File: src/rtl/pc_sequencer.sv
`default_nettype none
// ============================================================================
// Module      : pc_sequencer
// Description : Program-counter controller for the PicoMIPS fetch path.
//               It provides linear increment, PC-relative branch, absolute
//               jump, stall, halt/resume and a wait-for-input handshake.
// Revision    : 1.0 - initial release
// ============================================================================
module pc_sequencer #(
    parameter int Psize = 6
) (
    input  logic             clk,
    input  logic             reset,
    input  logic             stall,
    input  logic             halt,
    input  logic             resume,
    input  logic             jump_abs,
    input  logic [Psize-1:0] target,
    input  logic             branch_rel,
    input  logic [Psize-1:0] offset,
    input  logic             wait_req,
    input  logic             in_valid,
    output logic             in_ack,
    output logic [Psize-1:0] address,
    output logic             fetch_en,
    output logic [1:0]       state,
    output logic             wrap
);

    typedef enum logic [1:0] {
        RUN     = 2'b00,
        WAITING = 2'b01,
        HALTED  = 2'b10,
        UNUSED  = 2'b11
    } state_t;

    state_t           r_state;
    logic [Psize-1:0] r_address;
    logic             r_wrap;
    logic [Psize-1:0] w_pc_inc;
    logic             w_pc_at_max;

    // Sequential successor of the PC and the wrap-around condition for it.
    assign w_pc_inc    = r_address + 1'b1;
    assign w_pc_at_max = &r_address;

    // The fetched word only executes while running and not frozen.
    assign fetch_en = (r_state == RUN) && !stall;
    // The input word is consumed only when the sequencer actually advances.
    assign in_ack   = (r_state == WAITING) && in_valid && !stall;

    assign address = r_address;
    assign state   = r_state;
    assign wrap    = r_wrap;

    // PC and mode update; wrap is a one-cycle pulse that clears by default.
    always_ff @(posedge clk or posedge reset) begin
        if (reset) begin
            r_address <= '0;
            r_state   <= RUN;
            r_wrap    <= 1'b0;
        end else begin
            r_wrap <= 1'b0;
            case (r_state)
                RUN: begin
                    if (!stall) begin
                        if (halt) begin
                            r_state <= HALTED;
                        end else if (jump_abs) begin
                            r_address <= target;
                        end else if (branch_rel) begin
                            // Modulo add makes the offset behave as signed.
                            r_address <= r_address + offset;
                        end else if (wait_req) begin
                            r_state <= WAITING;
                        end else begin
                            r_address <= w_pc_inc;
                            r_wrap    <= w_pc_at_max;
                        end
                    end
                end
                WAITING: begin
                    if (!stall && in_valid) begin
                        r_address <= w_pc_inc;
                        r_wrap    <= w_pc_at_max;
                        r_state   <= RUN;
                    end
                end
                HALTED: begin
                    if (!stall && resume) begin
                        r_address <= w_pc_inc;
                        r_wrap    <= w_pc_at_max;
                        r_state   <= RUN;
                    end
                end
                default: begin
                    // Illegal encoding: recover to RUN, keeping the PC.
                    r_state <= RUN;
                end
            endcase
        end
    end

endmodule
`default_nettype wire
File: config.mk
export PLATFORM = sky130hd
export DESIGN_NAME = pc_sequencer
export DESIGN_NICKNAME = d
export VERILOG_FILES = /design/src/rtl/pc_sequencer.sv
export SDC_FILE = /design/constraint.sdc
export NUM_CORES = 1
export LEC_CHECK = 0
export ABC_AREA = 1
export CAP_MARGIN = 0
export CORE_MARGIN = 5
export CORE_UTILIZATION = 49
export CTS_CLUSTER_DIAMETER = 30
export DETAILED_ROUTE_END_ITERATION = 8
export PLACE_DENSITY = 0.95
export SLEW_MARGIN = 20
export SYNTH_ARGS = -nofsm -noshare
export SYNTH_HDL_FRONTEND = slang
export SYNTH_SLANG_ARGS = --single-unit
File: constraint.sdc
create_clock -name clk -period 3.7 [get_ports clk]
set_input_delay 0.74 -clock clk [delete_from_list [all_inputs] [get_ports clk]]
set_output_delay 0.74 -clock clk [all_outputs]
set_load 0.005 [all_outputs]
==> results.md <==
Outcome:
- The run finished with clean final reports.

Timing:
- At the pin with the least slew margin, the transition time is 0.339 ns.
- Setup repair after global routing left no endpoint under its margin.
- The setup TNS after final layout is 0 ns.
- The shortest period the worst path allows is ~2.6 ns.
- Of the available clock period, the critical path in the final layout requires 0.709.
- Timing would allow up to 0.381 GHz.
- In this run the tightest slew margin relative to its limit is 0.774.
- The total count of hold-check failures in the final report is 0.
- The total count of max-transition violations in the final report is 0.
- The final clock skew is 0.0101 ns.
- The number of setup violations in the final report is 0.

Global route:
- The number of antenna violations at the first check in global routing was 0.
- The first global-routing pass estimated 4460 um of wire.
- Entering global routing, the biggest net connects 10 pins.
- The number of global-route vias before repair is between 1k and 1.5k.
- Global routing finished with a remaining overflow of 0.
- In the global route stage, overall resource usage came out at 0.206.

Clock tree:
- Counting along the longest clock path gives a buffer depth of 2.
- The number of buffers created by CTS is 3.
- The clock net sink count is 9.
- CTS built an H-tree with a depth of 1.
- After clock tree synthesis, the clock-pin slew on the worst setup and hold paths is ~0.060 ns.
- Clock latency on the worst-skew pair, taken at its later pin, is 0.27 ns.
- TritonCTS built the clock tree.
- In this run the clock root is driven by a clkbuf_4.
- The buffers inserted during post-CTS setup optimization is 0.
- The total of cells resized after clock tree synthesis is 0.
- The cts-stage hold buffer count is 0.

Placement:
- The HPWL after detailed placement is 2160 um.
- The weighted congestion at the end of routability-driven global placement is ~0.93.
- Once placement finished, the instance area stood at between 1000 and 1500 um2.
- The number of buffers added on ports is 31.

Min path:
- The path with the worst hold slack has its endpoint at state[1]$_DFFE_PP0P_.
- The min-delay analysis places its worst path in the category flop to flop.
- The number of cells on the worst hold path is 2.
- The start point of the worst min-delay path is state[1]$_DFFE_PP0P_.

Worst setup path:
- The depth of the worst register-to-register path is 10.
- The start-to-end type of the worst setup path is input pin to output port.
- The cell type of the slowest stage on the worst timing path is clkdlybuf4s50_1.
- The startpoint identified for the worst register-to-register timing path is address[0]$_DFFE_PP0P_.
- The endpoint of the worst-slack reg-to-reg timing path is address[4]$_DFFE_PP0P_.
- STA classifies the critical path startpoint as an input pin.
- The critical path goes through clkdlybuf4s50_1 > nor2_1 > clkdlybuf4s50_1.
- The data arrival at the endpoint of the critical path is about 1.9 ns.
- The worst register-to-register path has a setup slack of around 1.9 ns.
- The critical path endpoint category is an output port.
- The most repeated library cell on the critical path is clkdlybuf4s50_1.
- The largest single stage delay on the critical path is about 0.53 ns.
- Data on the critical path is required at its endpoint by 2.96 ns.
- The largest fanout on the critical path is 4.

Synth:
- After synthesis, the mean cell area works out to 6.44 um2.
- The Yosys step of the flow raised 0 warnings.
- The post-synthesis cell area is between 900 and 1000 um2.
- The post-synth net total is 186.
- The library cell with the largest summed area after synthesis is dfrtp_1.
- Ranked by total cell area, the synthesized netlist is headed by dfrtp_1, nand2_1, ha_1.
- In this run, distinct cell masters in the synthesized netlist total 23.
- Counting flops and latches in the post-synthesis netlist gives 9.
- Of the post-synthesis cell area, the dominant cell type holds 0.229.
- After technology mapping, the gate count stands at 153.
- The sequential cell area fraction in the yosys report is 0.229.

Final layout:
- The total inserted antenna cells is 0.
- The area growth from synthesis to layout is 37.6%.
- The core utilization of the finished layout is 0.698.
- After the last flow step, the layout net total stands at 222.
- The final instance area is 1360 um2.
- The footprint of the multi-input gates is 666 um2.
- In the final layout, the share of cells above drive strength 1 is 0.0532.
- Leaving out fill and tap cells, the most frequent cell in the layout is nand2_1.
- The fill cell total of the finished layout is about 180.
- In the layout the commonest cells are nand2_1, clkdlybuf4s50_1, inv_1, nand3_1, nor2_1.
- Summing all flip-flop and latch instances after layout gives 225 um2.

Detailed routing:
- After detailed routing, the average wire length per cell comes to roughly 12 um.
- The number of DRC violations after detailed-routing iteration 0 is 8.
- The first detailed-routing pass ran for 4 iterations.
- The via count is 1097.
- In this run the remaining antenna-violating nets after routing total 0.
- Using the TritonRoute via totals, the vias-per-cell ratio works out to 5.10.
- After detailed routing, the total wire length is between 2000 and 3000 um.
- In the routed design, unresolved DRC markers number 0.

Power and ir drop:
- In this run the power density over the cells is 702 nW/um2.
- Summed over all cells, the static leakage comes to 0.698 nW.
- The worst voltage drop across the vdd grid is 0.385 mV.

Floorplanning:
- The core box area is roughly 2000 um2.
- The number of I/O pins is 32.
- The width of the chip is 54.8 um.
- The die height is 54.8 um.
- The initial standard-cell utilization of the core is 0.507.
- Row generation in the floorplan step produced 16 rows.
- The floorplan step defined a die boundary enclosing ~3000 um2.

Flow run:
- The tool flagged a number of max-cap violations equal to 0.
worst max-delay path, delay by kind of cell:
kind / cells / cell delay, ns
buffers and inverters: 2 / 0.99
and+or+nand+nor: 1 / 0.16
report_power, final:
part	total [W]	switching, W	leakage (nW)	internal (W)
clock	0.0000798	0.0000381	0.0150	0.0000417
sequential	0.000218	0.0000741	0.110	0.000144
combinational	0.000653	0.000354	0.573	0.000300
flip-flops by register name, indices dropped and copies added (netlist names):
register / flops
state: 2
address: 6
wrap: 1
through the flow:
stage / hold WS [ns] / power (W) / cells / setup slack (ns)
final: 0.616 / 0.000951 / 215 / 1.08
after global routing: 0.660 / 0.00107 / 215 / 0.960
after CTS: 0.614 / 0.000958 / 215 / 1.08
after detailed placement: 0.599 / 0.000875 / 211 / 1.07
after global placement: 0.579 / 0.000842 / 211 / 1.10
after floorplan: 0.561 / 0.000646 / 153 / 1.84
per-layer routing:
layer	part of all wire	GRT usage	up-vias
met5	0	0	-
met4	0.015	0.0996	0
met3	0.040	0.0327	4
met2	0.53	0.380	26
met1	0.42	0.223	510
li1	-	-	557
synthesized netlist by cell type:
| cell | instances |
|---|---|
| a21oi_1 | 10 |
| nand3b_1 | 1 |
| fa_1 | 1 |
| nand3_1 | 15 |
| nor3_4 | 1 |
| nand2_1 | 47 |
| o21ai_2 | 1 |
| xor2_1 | 1 |
| o211ai_1 | 2 |
| nor2_2 | 1 |
| or2_0 | 1 |
| a22o_1 | 1 |
| inv_2 | 1 |
| o21ai_0 | 5 |
| nand2_2 | 3 |
| nor2_1 | 12 |
| o22ai_1 | 1 |
| inv_1 | 24 |
| ha_1 | 11 |
| dfrtp_1 | 9 |
| o21ai_1 | 2 |
| nand4_1 | 1 |
| xnor2_1 | 2 |
final cells by class:
cell class	instances	area share
clock buffer	4	0.0194
tap	27	0.0249
multi-input combinational	119	0.491
timing repair buffer	31	0.229
sequential	9	0.166
inverter	25	0.0693
cells by family after synthesis:
group,count (synthesis),synth area share
buffers and inverters,25,0.0953
xor gates and xnor gates,3,0.0267
and+or+nand+nor,82,0.363
AOI/OAI and AO/OA,22,0.126
adders and majority gates,12,0.160
DFF,9,0.229
worst max-delay path by stage:
stage,startpoint,to,cells after the start
after floorplan,offset[0],address[4]$_DFFE_PP0P_,10
after global placement,stall,fetch_en,3
after detailed placement,stall,fetch_en,3
after CTS,stall,fetch_en,3
after global routing,state[0]$_DFFE_PP0P_,fetch_en,5
final,stall,fetch_en,3
(Power assumes the default switching activity.)
